`src/rtl/rv_ctrl_pkg.sv`:
```
// Shared encodings for the multicycle RV32I main control: opcodes, FSM states,
// datapath select codes and the packed control word produced per state.
package rv_ctrl_pkg;

  localparam logic [6:0] OP_LW  = 7'b0000011;
  localparam logic [6:0] OP_SW  = 7'b0100011;
  localparam logic [6:0] OP_R   = 7'b0110011;
  localparam logic [6:0] OP_I   = 7'b0010011;
  localparam logic [6:0] OP_BEQ = 7'b1100011;
  localparam logic [6:0] OP_JAL = 7'b1101111;

  typedef enum logic [3:0] {
    S_RESET  = 4'd0,
    S_FETCH  = 4'd1,
    S_DECODE = 4'd2,
    S_MEMADR = 4'd3,
    S_MEMRD  = 4'd4,
    S_MEMWB  = 4'd5,
    S_MEMWR  = 4'd6,
    S_EXEC_R = 4'd7,
    S_EXEC_I = 4'd8,
    S_ALUWB  = 4'd9,
    S_BEQ    = 4'd10,
    S_JAL    = 4'd11,
    S_TRAP   = 4'd12
  } state_t;

  typedef enum logic [1:0] {
    ALU_ADD   = 2'b00,
    ALU_SUB   = 2'b01,
    ALU_FUNCT = 2'b10
  } alu_op_t;

  typedef enum logic [1:0] {
    SRCA_PC    = 2'b00,
    SRCA_OLDPC = 2'b01,
    SRCA_RD1   = 2'b10
  } src_a_t;

  typedef enum logic [1:0] {
    SRCB_RD2  = 2'b00,
    SRCB_IMM  = 2'b01,
    SRCB_FOUR = 2'b10
  } src_b_t;

  typedef enum logic [1:0] {
    RES_ALUOUT    = 2'b00,
    RES_DATA      = 2'b01,
    RES_ALURESULT = 2'b10
  } result_src_t;

  // ready_gate marks states whose write enables / retire wait on mem_ready.
  typedef struct packed {
    logic        mem_req;
    logic        mem_write;
    logic        adr_src;
    logic        ir_write;
    logic        pc_update;
    logic        branch;
    logic        reg_write;
    logic        retire;
    logic        illegal;
    logic        ready_gate;
    src_a_t      src_a;
    src_b_t      src_b;
    alu_op_t     alu_op;
    result_src_t result_src;
  } ctrl_word_t;

endpackage

```
`src/rtl/mc_ctrl_decode.sv`:
```
// Pure Moore decode: maps the current FSM state to the raw datapath control word.
module mc_ctrl_decode
  import rv_ctrl_pkg::*;
(
  input  state_t     state_i,
  output ctrl_word_t ctrl_o
);

  // Per-state control word; every field not set below stays 0.
  always_comb begin
    ctrl_o = '0;
    unique case (state_i)
      S_FETCH: begin
        ctrl_o.mem_req    = 1'b1;
        ctrl_o.ir_write   = 1'b1;
        ctrl_o.pc_update  = 1'b1;
        ctrl_o.ready_gate = 1'b1;
        ctrl_o.src_a      = SRCA_PC;
        ctrl_o.src_b      = SRCB_FOUR;
        ctrl_o.alu_op     = ALU_ADD;
        ctrl_o.result_src = RES_ALURESULT;
      end
      S_DECODE: begin
        ctrl_o.src_a  = SRCA_OLDPC;
        ctrl_o.src_b  = SRCB_IMM;
        ctrl_o.alu_op = ALU_ADD;
      end
      S_MEMADR, S_EXEC_I: begin
        ctrl_o.src_a  = SRCA_RD1;
        ctrl_o.src_b  = SRCB_IMM;
        ctrl_o.alu_op = (state_i == S_EXEC_I) ? ALU_FUNCT : ALU_ADD;
      end
      S_MEMRD: begin
        ctrl_o.mem_req    = 1'b1;
        ctrl_o.adr_src    = 1'b1;
        ctrl_o.ready_gate = 1'b1;
        ctrl_o.result_src = RES_ALUOUT;
      end
      S_MEMWB: begin
        ctrl_o.result_src = RES_DATA;
        ctrl_o.reg_write  = 1'b1;
        ctrl_o.retire     = 1'b1;
      end
      S_MEMWR: begin
        ctrl_o.mem_req    = 1'b1;
        ctrl_o.mem_write  = 1'b1;
        ctrl_o.adr_src    = 1'b1;
        ctrl_o.retire     = 1'b1;
        ctrl_o.ready_gate = 1'b1;
        ctrl_o.result_src = RES_ALUOUT;
      end
      S_EXEC_R: begin
        ctrl_o.src_a  = SRCA_RD1;
        ctrl_o.src_b  = SRCB_RD2;
        ctrl_o.alu_op = ALU_FUNCT;
      end
      S_ALUWB: begin
        ctrl_o.result_src = RES_ALUOUT;
        ctrl_o.reg_write  = 1'b1;
        ctrl_o.retire     = 1'b1;
      end
      S_BEQ: begin
        ctrl_o.src_a      = SRCA_RD1;
        ctrl_o.src_b      = SRCB_RD2;
        ctrl_o.alu_op     = ALU_SUB;
        ctrl_o.result_src = RES_ALUOUT;
        ctrl_o.branch     = 1'b1;
        ctrl_o.retire     = 1'b1;
      end
      S_JAL: begin
        ctrl_o.src_a      = SRCA_OLDPC;
        ctrl_o.src_b      = SRCB_FOUR;
        ctrl_o.alu_op     = ALU_ADD;
        ctrl_o.result_src = RES_ALUOUT;
        ctrl_o.pc_update  = 1'b1;
      end
      S_TRAP: begin
        ctrl_o.illegal = 1'b1;
      end
      default: begin
        ctrl_o = '0;
      end
    endcase
  end

endmodule

```
`src/rtl/multicycle_main_control.sv`:
```
// Moore main-control FSM for the multicycle RV32I datapath: state register,
// opcode-driven sequencing and mem_ready / zero gating of the decoded controls.
module multicycle_main_control
  import rv_ctrl_pkg::*;
(
  input  logic       clk,
  input  logic       reset_n,
  input  logic [6:0] opcode,
  input  logic       zero,
  input  logic       mem_ready,
  output logic       mem_req,
  output logic       mem_write,
  output logic       adr_src,
  output logic       ir_write,
  output logic       pc_write,
  output logic       reg_write,
  output logic [1:0] alu_src_a,
  output logic [1:0] alu_src_b,
  output logic [1:0] alu_op,
  output logic [1:0] result_src,
  output logic       instr_retired,
  output logic       illegal_instr
);

  state_t     state_q;
  state_t     state_d;
  ctrl_word_t ctrl_s;
  logic       ready_ok_s;

  mc_ctrl_decode u_decode (
    .state_i (state_q),
    .ctrl_o  (ctrl_s)
  );

  // State register with synchronous active-low reset.
  always_ff @(posedge clk) begin
    if (!reset_n) begin
      state_q <= S_RESET;
    end else begin
      state_q <= state_d;
    end
  end

  // Next-state sequencing from opcode and the memory handshake.
  always_comb begin
    state_d = state_q;
    unique case (state_q)
      S_RESET:  state_d = S_FETCH;
      S_FETCH:  state_d = mem_ready ? S_DECODE : S_FETCH;
      S_DECODE: begin
        unique case (opcode)
          OP_LW, OP_SW: state_d = S_MEMADR;
          OP_R:         state_d = S_EXEC_R;
          OP_I:         state_d = S_EXEC_I;
          OP_BEQ:       state_d = S_BEQ;
          OP_JAL:       state_d = S_JAL;
          default:      state_d = S_TRAP;
        endcase
      end
      S_MEMADR: state_d = (opcode == OP_SW) ? S_MEMWR : S_MEMRD;
      S_MEMRD:  state_d = mem_ready ? S_MEMWB : S_MEMRD;
      S_MEMWR:  state_d = mem_ready ? S_FETCH : S_MEMWR;
      S_EXEC_R: state_d = S_ALUWB;
      S_EXEC_I: state_d = S_ALUWB;
      S_JAL:    state_d = S_ALUWB;
      S_MEMWB, S_ALUWB, S_BEQ, S_TRAP: state_d = S_FETCH;
      default:  state_d = S_RESET;
    endcase
  end

  // Handshake-sensitive strobes only fire once memory completes the access.
  assign ready_ok_s = ~ctrl_s.ready_gate | mem_ready;

  assign mem_req       = ctrl_s.mem_req;
  assign mem_write     = ctrl_s.mem_write;
  assign adr_src       = ctrl_s.adr_src;
  assign ir_write      = ctrl_s.ir_write & ready_ok_s;
  assign pc_write      = (ctrl_s.pc_update & ready_ok_s) | (ctrl_s.branch & zero);
  assign reg_write     = ctrl_s.reg_write;
  assign alu_src_a     = ctrl_s.src_a;
  assign alu_src_b     = ctrl_s.src_b;
  assign alu_op        = ctrl_s.alu_op;
  assign result_src    = ctrl_s.result_src;
  assign instr_retired = ctrl_s.retire & ready_ok_s;
  assign illegal_instr = ctrl_s.illegal;

endmodule
```
`config.mk`:
```
export PLATFORM = sky130hd
export DESIGN_NAME = multicycle_main_control
export DESIGN_NICKNAME = d
export VERILOG_FILES = /design/src/rtl/rv_ctrl_pkg.sv /design/src/rtl/mc_ctrl_decode.sv /design/src/rtl/multicycle_main_control.sv
export SDC_FILE = /design/constraint.sdc
export NUM_CORES = 1
export LEC_CHECK = 0
export ABC_AREA = 1
export BUFFER_PORTS_ARGS = -buffer_cell sky130_fd_sc_hd__buf_2
export CORE_MARGIN = 1
export CORE_UTILIZATION = 30
export DETAILED_ROUTE_END_ITERATION = 10
export HOLD_SLACK_MARGIN = 0.1
export MAX_ROUTING_LAYER = met4
export SLEW_MARGIN = 20
export SYNTH_ARGS = -nofsm -noshare
export SYNTH_HDL_FRONTEND = slang
export SYNTH_SLANG_ARGS = --single-unit
```
`constraint.sdc`:
```
create_clock -name clk -period 1.9 [get_ports clk]
set_input_delay 0.285 -clock clk [delete_from_list [all_inputs] [get_ports clk]]
set_output_delay 0.285 -clock clk [all_outputs]
set_load 0.02 [all_outputs]
```
==> metrics.md, run 1 <==
| Metric | Value |
|---|---|
| Worst Path Required | `approximately 1.6 ns` |
| Vias | `630` |
| Mapped Avg Cell Area | `5.29 sq um` |
| Startpoint types | `flip-flop` |
| Met3 Wirelength | `slightly below 70 um` |
| Max clock buf depth | `2` |
| Max layer used | `met3` |
| Worst Setup EP | `alu_src_a[1]` |
| Post-synthesis xor/xnor area fraction | `0` |
| Detailed placer's ending HPWL | `~990 um` |
| RSZ-0062 raised after global routing | `no` |
| Largest net degree at the start of global routing | `7` |
| Mapped Nets | `100` |
| Routed length on met1 | `roughly 560 um` |
| Die width | `roughly 42 um` |
| Simple-Gate Fraction of Synth Area | `0.476` |
| Overflow after GRT | `0` |
| CTS sink cnt | `4` |
| Post-synth EDFFs | `0` |
| Net count, final | `131` |
| Worst Clk Skew | `between 0.002 and 0.003 ns` |
| Vias in the first global route | `498` |
| Crit. End Element | `output pin` |
| DR vias/cell | `about 4.7` |
| Worst path max stage delay | `about 0.36 ns` |
| Least-Margin Pin Slew | `approximately 0.26 ns` |
| Post-CTS Setup Bufs | `0` |
| WP buf/inv | `4` |
| Hold WC Path Type | `in -> reg` |
| Die area | `around 1700 sq um` |
| GPL Wtd Cong | `between 0.7 and 0.8` |
| Worst endpoint data arrival time | `about 1.4 ns` |
| Cell Chain, Critical Path | `inv_1 -> nand2_1 -> inv_1 -> a21oi_2 -> inv_1 -> nor2_1 -> nand2_1 -> buf_2` |
| Status | `completed` |
| Synth Register Bits | `4` |
| Setup TNS Final | `0 ns` |
| Root buffer cell | `clkbuf_4` |
| Post-synth cell types | `20` |
| R2r startpoint | `state_q[3]$_SDFF_PN0_` |
| Crit-path most repeated cell | `inv_1` |
| Register area share after synthesis | `0.170` |
| Period utilization | `0.900` |
| Max reg flops | `4` |
| Initial DRC Count | `16` |
| Mapped cell area | `around 470 sq um` |
| Lkg Pwr | `0.386 nW` |
| Fmax | `between 500 and 600 MHz` |
| Post-synth ARST share | `0` |
| Initial antenna violation count | `0` |
| Layout area overhead | `36.4%` |
| First-pass GRT wire length | `around 1800 um` |
| Antenna diode count | `0` |
| Post-Synth Adder-Cell Area | `0` |
| Post-cts repair resize count | `0` |
| Worst Setup SP | `state_q[3]$_SDFF_PN0_` |
| Max-cap violation count | `0` |
| CTS H-tree depth | `1` |
| Initial cell density of the core | `0.340` |
| CTS tree | `done` |
| Synth Warn # | `0` |
| Worst path slowest cell | `dfxtp_1` |
| Final Hold Fails | `0` |
| Mux contribution to synthesized area | `0` |
| WL per Instance | `around 8.6 um` |
| Die H | `41.6 um` |
| PD cells | `approximately 600 nW/um^2` |
| RR Endpoint | `state_q[0]$_SDFF_PN0_` |
| DRT Wirelength | `around 1100 um` |
| Hold buffers post-CTS | `0` |
| Reg2Reg Setup Slack | `0.72 ns` |
| R2R depth | `6` |
| DR pass1 iterations | `3` |
| Crit-path max FO | `6` |
| # fillers | `161` |
| DR WL met2 | `about 520 um` |
| DRC viols | `0` |
| Clock latency on the worst-skew pair | `0.23 ns` |
| Levels on crit path | `8` |
| # rows | `13` |
| Main combinational cell family by area after synthesis | `simple AND/OR/NAND/NOR gates` |
| Top reg by flops | `state_q` |
| Final slew viol count | `0` |
| Crit Path Class | `reg -> out` |
| Tmin final | `1.71 ns` |
| Slew HR | `0.828` |
| ANT nets after route | `0` |
| Setup violators final | `0` |
| Top_reg_cell synth | `dfxtp_1` |
| PortBufs | `26` |
| CTS Buf Count | `3` |
| Largest regs | `state_q x4` |
| Layout cell share with drive strength beyond 1 | `0.322` |
| Core area | `1380 sq um` |
| VDD IR-drop max | `roughly 0.29 mV` |
| Post-Synthesis Cells | `89` |
| Total power | `approximately 380 uW` |
| Crit-path leading delay family | `buffers and inverters` |
| Reg clk slew, reported paths | `around 0.040 ns` |
| Total track usage | `0.136` |
| Top Ports | `27` |
| Synth Area in Compound Gates | `0.218` |
report_power, final:
group          leakage (nW)  switching [mW]  internal (mW)
sequential           0.0328         0.00800         0.0920
combinational         0.339           0.118         0.0588
clock                0.0138          0.0309         0.0704
cell usage in the layout (no fill, tap or decap):
| cell | synthesis | layout |
|---|---|---|
| o22ai_1 | 1 | 1 |
| nor2_1 | 15 | 15 |
| clkbuf_4 | 0 | 3 |
| dfxtp_1 | 4 | 4 |
| nor2_2 | 2 | 2 |
| nor2_4 | 1 | 1 |
| a22oi_1 | 1 | 1 |
| a211oi_2 | 1 | 1 |
| nand4_1 | 1 | 1 |
| nand2_1 | 27 | 27 |
| a21oi_2 | 1 | 1 |
| nor3_1 | 1 | 1 |
| nand2_2 | 3 | 3 |
| o21ai_0 | 5 | 5 |
| nand3_1 | 1 | 1 |
| nand3b_1 | 1 | 1 |
| buf_2 | 0 | 26 |
| a31oi_1 | 1 | 1 |
| o21ai_2 | 1 | 1 |
| inv_1 | 17 | 17 |
| a21oi_1 | 4 | 4 |
| o211ai_1 | 1 | 1 |
synth_stat cells (2+ instances only):
master   number  share of area
nand2_1      27           0.22
inv_1        17           0.14
nor2_1       15           0.12
o21ai_0       5          0.053
a21oi_1       4          0.043
dfxtp_1       4           0.17
nand2_2       3          0.040
nor2_2        2          0.027
layer usage:
metal | up-vias | global-route usage
li1 | 341 | -
met1 | 267 | 0.166
met2 | 22 | 0.216
met3 | 0 | 0.0435
met4 | 0 | 0.0387
met5 | - | -
per-stage QoR:
stage / area (sq um) / std cells / utilization / worst slack (ns) / hold slack [ns]
2_1_floorplan: 470 / 89 / - / 0.293 / 0.455
3_3_place_gp: 619 / 130 / 0.448 / 0.435 / 0.584
3_5_place_dp: 619 / 130 / 0.448 / 0.453 / 0.566
4_1_cts: 642 / 133 / 0.464 / 0.198 / 0.325
5_1_grt: 642 / 133 / 0.464 / 0.0565 / 0.344
6_report: 642 / 133 / 0.464 / 0.189 / 0.329
kinds of logic after synthesis:
logic type | after synthesis
compound gates | 16
simple gates | 52
flops | 4
buf+inv | 17
worst min-delay path by stage:
stage | startpoint | endpoint | slack (ns) | cells after the start
global route | reset_n | state_q[1]$_SDFF_PN0_ | 0.34 | 3
finish | reset_n | state_q[0]$_SDFF_PN0_ | 0.33 | 3
global placement | reset_n | state_q[1]$_SDFF_PN0_ | 0.58 | 3
CTS | reset_n | state_q[0]$_SDFF_PN0_ | 0.32 | 3
floorplan | reset_n | state_q[1]$_SDFF_PN0_ | 0.46 | 2
detailed placement | reset_n | state_q[0]$_SDFF_PN0_ | 0.57 | 3
worst min-delay path: cells and delay by family:
family | cells | cell delay (ns)
AO/OA/AOI/OAI | 1 | 0.10
buffers and inverters | 2 | 0.13
layout make-up:
| class | count | area [sq um] | area share |
|---|---|---|---|
| clock buffers | 3 | 22.5 | 0.0351 |
| inverters | 17 | 63.8 | 0.0994 |
| multi-input cells | 68 | 327 | 0.509 |
| flip-flops and latches | 4 | 80.1 | 0.125 |
| well taps | 15 | 18.8 | 0.0292 |
| repair buffers | 26 | 130 | 0.203 |
Note: power is estimated with default switching activity, not from simulation.
==> inputs of run 2 (changes only) <==
--- a/config.mk
+++ b/config.mk
@@ -5,7 +5,6 @@
 export SDC_FILE = /design/constraint.sdc
 export NUM_CORES = 1
 export LEC_CHECK = 0
-export ABC_AREA = 1
 export BUFFER_PORTS_ARGS = -buffer_cell sky130_fd_sc_hd__buf_2
 export CORE_MARGIN = 1
 export CORE_UTILIZATION = 30
==> run 2 against run 1 <==
Compared with the run above: count of clock-buffer cells in the layout stayed put; register-to-register slack worse by 0.31 ns; critical path depth is 3 lower; maximum frequency is 5.0% lower; cell count is 2.3% higher; clock power hardly changed; first-iteration DRC count is 6.3% higher; wire length is 23% higher; synthesized cell count is 6.7% lower; largest cell class unchanged; highest routed layer unchanged.
==> metrics.md, run 2 <==
| Metric | Value |
|---|---|
| Largest regs | `state_q x4` |
| Setup TNS Final | `0 ns (unchanged)` |
| DR pass1 iterations | `4 (+1)` |
| CTS H-tree depth | `1 (unchanged)` |
| DRT Wirelength | `1410 um (+23%)` |
| Reg clk slew, reported paths | `0.04 ns (about the same)` |
| Startpoint types | `flip-flop` |
| First-pass GRT wire length | `2370 um (+28%)` |
| CTS sink cnt | `4 (unchanged)` |
| WL per Instance | `10.4 um (+20%)` |
| PortBufs | `26 (unchanged)` |
| Total track usage | `0.164 (+0.0274)` |
| GPL Wtd Cong | `0.875 (+11%)` |
| Max-cap violation count | `0 (unchanged)` |
| Mapped cell area | `546 sq um (+16%)` |
| Total power | `394 uW (+4.4%)` |
| Initial cell density of the core | `0.319 (-0.0209)` |
| Crit-path leading delay family | `simple AND/OR/NAND/NOR gates` |
| Top reg by flops | `state_q` |
| Crit-path max FO | `9 (+3)` |
| Synth Warn # | `0 (unchanged)` |
| Clk pwr share | `0.263 (-0.005)` |
| RSZ-0062 raised after global routing | `no` |
| Post-CTS Setup Bufs | `0 (unchanged)` |
| Max reg flops | `4 (unchanged)` |
| Worst path max stage delay | `0.42 ns (+0.06 ns)` |
| Worst Setup Slack, final | `0.0985 ns (-0.0909 ns)` |
| Max clock buf depth | `2 (unchanged)` |
| Status | `completed` |
| Sequential share of power | `0.266 (about the same)` |
| Most common cell after layout, fill and taps aside | `buf_2` |
| Initial DRC Count | `17 (+1)` |
| Die area | `1990 sq um (+15%)` |
| VDD IR-drop max | `0.280 mV (-2.7%)` |
| Tmin final | `1.80 ns (+0.0909 ns)` |
| # fillers | `187 (+16%)` |
| Fin cells | `136 (+2.3%)` |
| Hold buffers post-CTS | `0 (unchanged)` |
| Overflow after GRT | `0 (unchanged)` |
| Mapped Avg Cell Area | `6.57 sq um (+24%)` |
| Least-Margin Pin Slew | `0.296 ns (+0.0383 ns)` |
| Post-synth EDFFs | `0 (unchanged)` |
| Worst endpoint data arrival time | `1.52 ns (+0.09 ns)` |
| Clock latency on the worst-skew pair | `0.23 ns (about the same)` |
| Vias in the first global route | `572 (+15%)` |
| Top Ports | `27 (unchanged)` |
| Placed insts | `133 (+2.3%)` |
| Final slew viol count | `0 (unchanged)` |
| DRC viols | `0 (unchanged)` |
| Initial antenna violation count | `0 (unchanged)` |
| DR vias/cell | `4.95 (+4.5%)` |
| Worst Path Required | `1.62 ns (about the same)` |
| CTS tree | `done` |
| Final Hold Fails | `0 (unchanged)` |
| Crit Path Class | `reg -> out` |
| Largest net degree at the start of global routing | `14 (+7)` |
| Post-synth cell types | `36 (+80%)` |
| Post-cts repair resize count | `0 (unchanged)` |
| Yosys top cell by area | `dfxtp_1` |
| Detailed placer's ending HPWL | `1150 um (+16%)` |
| Hold WC Path Type | `in -> reg` |
| Period utilization | `0.948 (+0.0478)` |
| Mapped Nets | `94 (-6.0%)` |
| Vias | `673 (+6.8%)` |
| ANT nets after route | `0 (unchanged)` |
| Layout area overhead | `35.8%` |
| Antenna diode count | `0 (unchanged)` |
| Placement Setup Slack | `0.302 ns (-0.151 ns)` |
| Top-count cell post-synth | `nor2_1` |
| NetSw | `154 uW (-1.5%)` |
| Die H | `44.6 um (+7.3%)` |
| Lkg Pwr | `0.330 nW (-14%)` |
| Slew HR | `0.803 (-0.0249)` |
| Comb pwr share | `0.471 (+0.004)` |
| Worst Clk Skew | `0.00294 ns (+0.0000425 ns)` |
| Post-synth ARST share | `0 (unchanged)` |
| CTS Buf Count | `3 (unchanged)` |
| Setup violators final | `0 (unchanged)` |
| Switching portion of total power | `0.391 (-0.0234)` |
| Internal power | `240 uW (+8.5%)` |
| Yosys top cell area share | `0.147 (-0.0686)` |
| Commonest cells after routing, fill and taps aside | `buf_2 (26), nor2_1 (11), a21oi_1 (6), nand2_1 (6), nor2b_1 (5)` |
| Register area share after synthesis | `0.147 (-0.0234)` |
| WP buf/inv | `2 (-2)` |
| Layout cell share with drive strength beyond 1 | `0.333 (+0.0113)` |
| Cell Chain, Critical Path | `buf_4 -> nand2b_1 -> nor3_1 -> and2_1 -> buf_2` |
| Top_reg_cell synth | `dfxtp_1` |
| Top post-synthesis cells by count | `nor2_1 (11), a21oi_1 (6), nand2_1 (6)` |
| Synth Register Bits | `4 (unchanged)` |
| Crit. End Element | `output pin` |
| # rows | `15 (+2)` |
| Net count, final | `124 (-5.3%)` |
| Root buffer cell | `clkbuf_4` |
| Worst path slowest cell | `dfxtp_1` |
| Fmax | `555 MHz (-5.0%)` |
| Post-Synthesis Cells | `83 (-6.7%)` |
| PD cells | `532 nW/um^2 (-9.6%)` |
| Core area | `1710 sq um (+24%)` |
| Die width | `44.6 um (+7.3%)` |
| Largest cells by area after synthesis | `dfxtp_1 (15%), nor2_1 (7.6%), nor2b_1 (5.7%)` |
[run 2: tightest hold or removal path: cells and delay by family]
family,cells,cell delay [ns]
simple gates,1,0.06
buf+inv,1,0.12
compound gates,1,0.04
[run 2: final timing paths]
| path | from | endpoint | slack, ns | cells past startpoint |
|---|---|---|---|---|
| setup / recovery | state_q[0]$_SDFF_PN0_ | ir_write | 0.1 | 5 |
| hold / removal | reset_n | state_q[3]$_SDFF_PN0_ | 0.31 | 3 |
| setup reg to reg | state_q[0]$_SDFF_PN0_ | state_q[0]$_SDFF_PN0_ | 0.41 | 4 |
| hold reg to reg | state_q[0]$_SDFF_PN0_ | state_q[3]$_SDFF_PN0_ | 0.59 | 2 |
[run 2: layer usage]
metal  share of wire  track usage
met3           0.057       0.0490
met4               0       0.0364
met5               0            -
met1            0.49        0.195
met2            0.46        0.271
[run 2: cell type report]
type	count	area, sq um	area share
clock buffers	3	22.5	0.0304
inverters	2	7.51	0.0101
multi-input cells	72	438	0.591
flip-flops and latches	4	81.3	0.110
well taps	25	31.3	0.0422
repair buffers	30	160	0.216
[run 2: metrics by stage]
| step | utilization | hold WS, ns | instance area (sq um) |
|---|---|---|---|
| after floorplan | - | 0.413 | 546 |
| after global placement | 0.420 | 0.575 | 717 |
| after detailed placement | 0.420 | 0.570 | 717 |
| after CTS | 0.433 | 0.319 | 739 |
| after global routing | 0.434 | 0.318 | 741 |
| final | 0.434 | 0.313 | 741 |
[run 2: kinds of logic after synthesis]
logic type | share of synthesized area
compound gates | 0.250
xor+xnor | 0.0161
fa+ha+maj | 0.0183
buf+inv | 0.0504
flops | 0.147
simple gates | 0.518
[run 2: power groups by stage]
stage	combinational (mW)	sequential, mW	clock [mW]
CTS	0.187	0.105	0.109
finish	0.185	0.105	0.104
detailed placement	0.187	0.106	0
global route	0.205	0.106	0.121
global placement	0.186	0.106	0
floorplan	0.130	0.0990	0
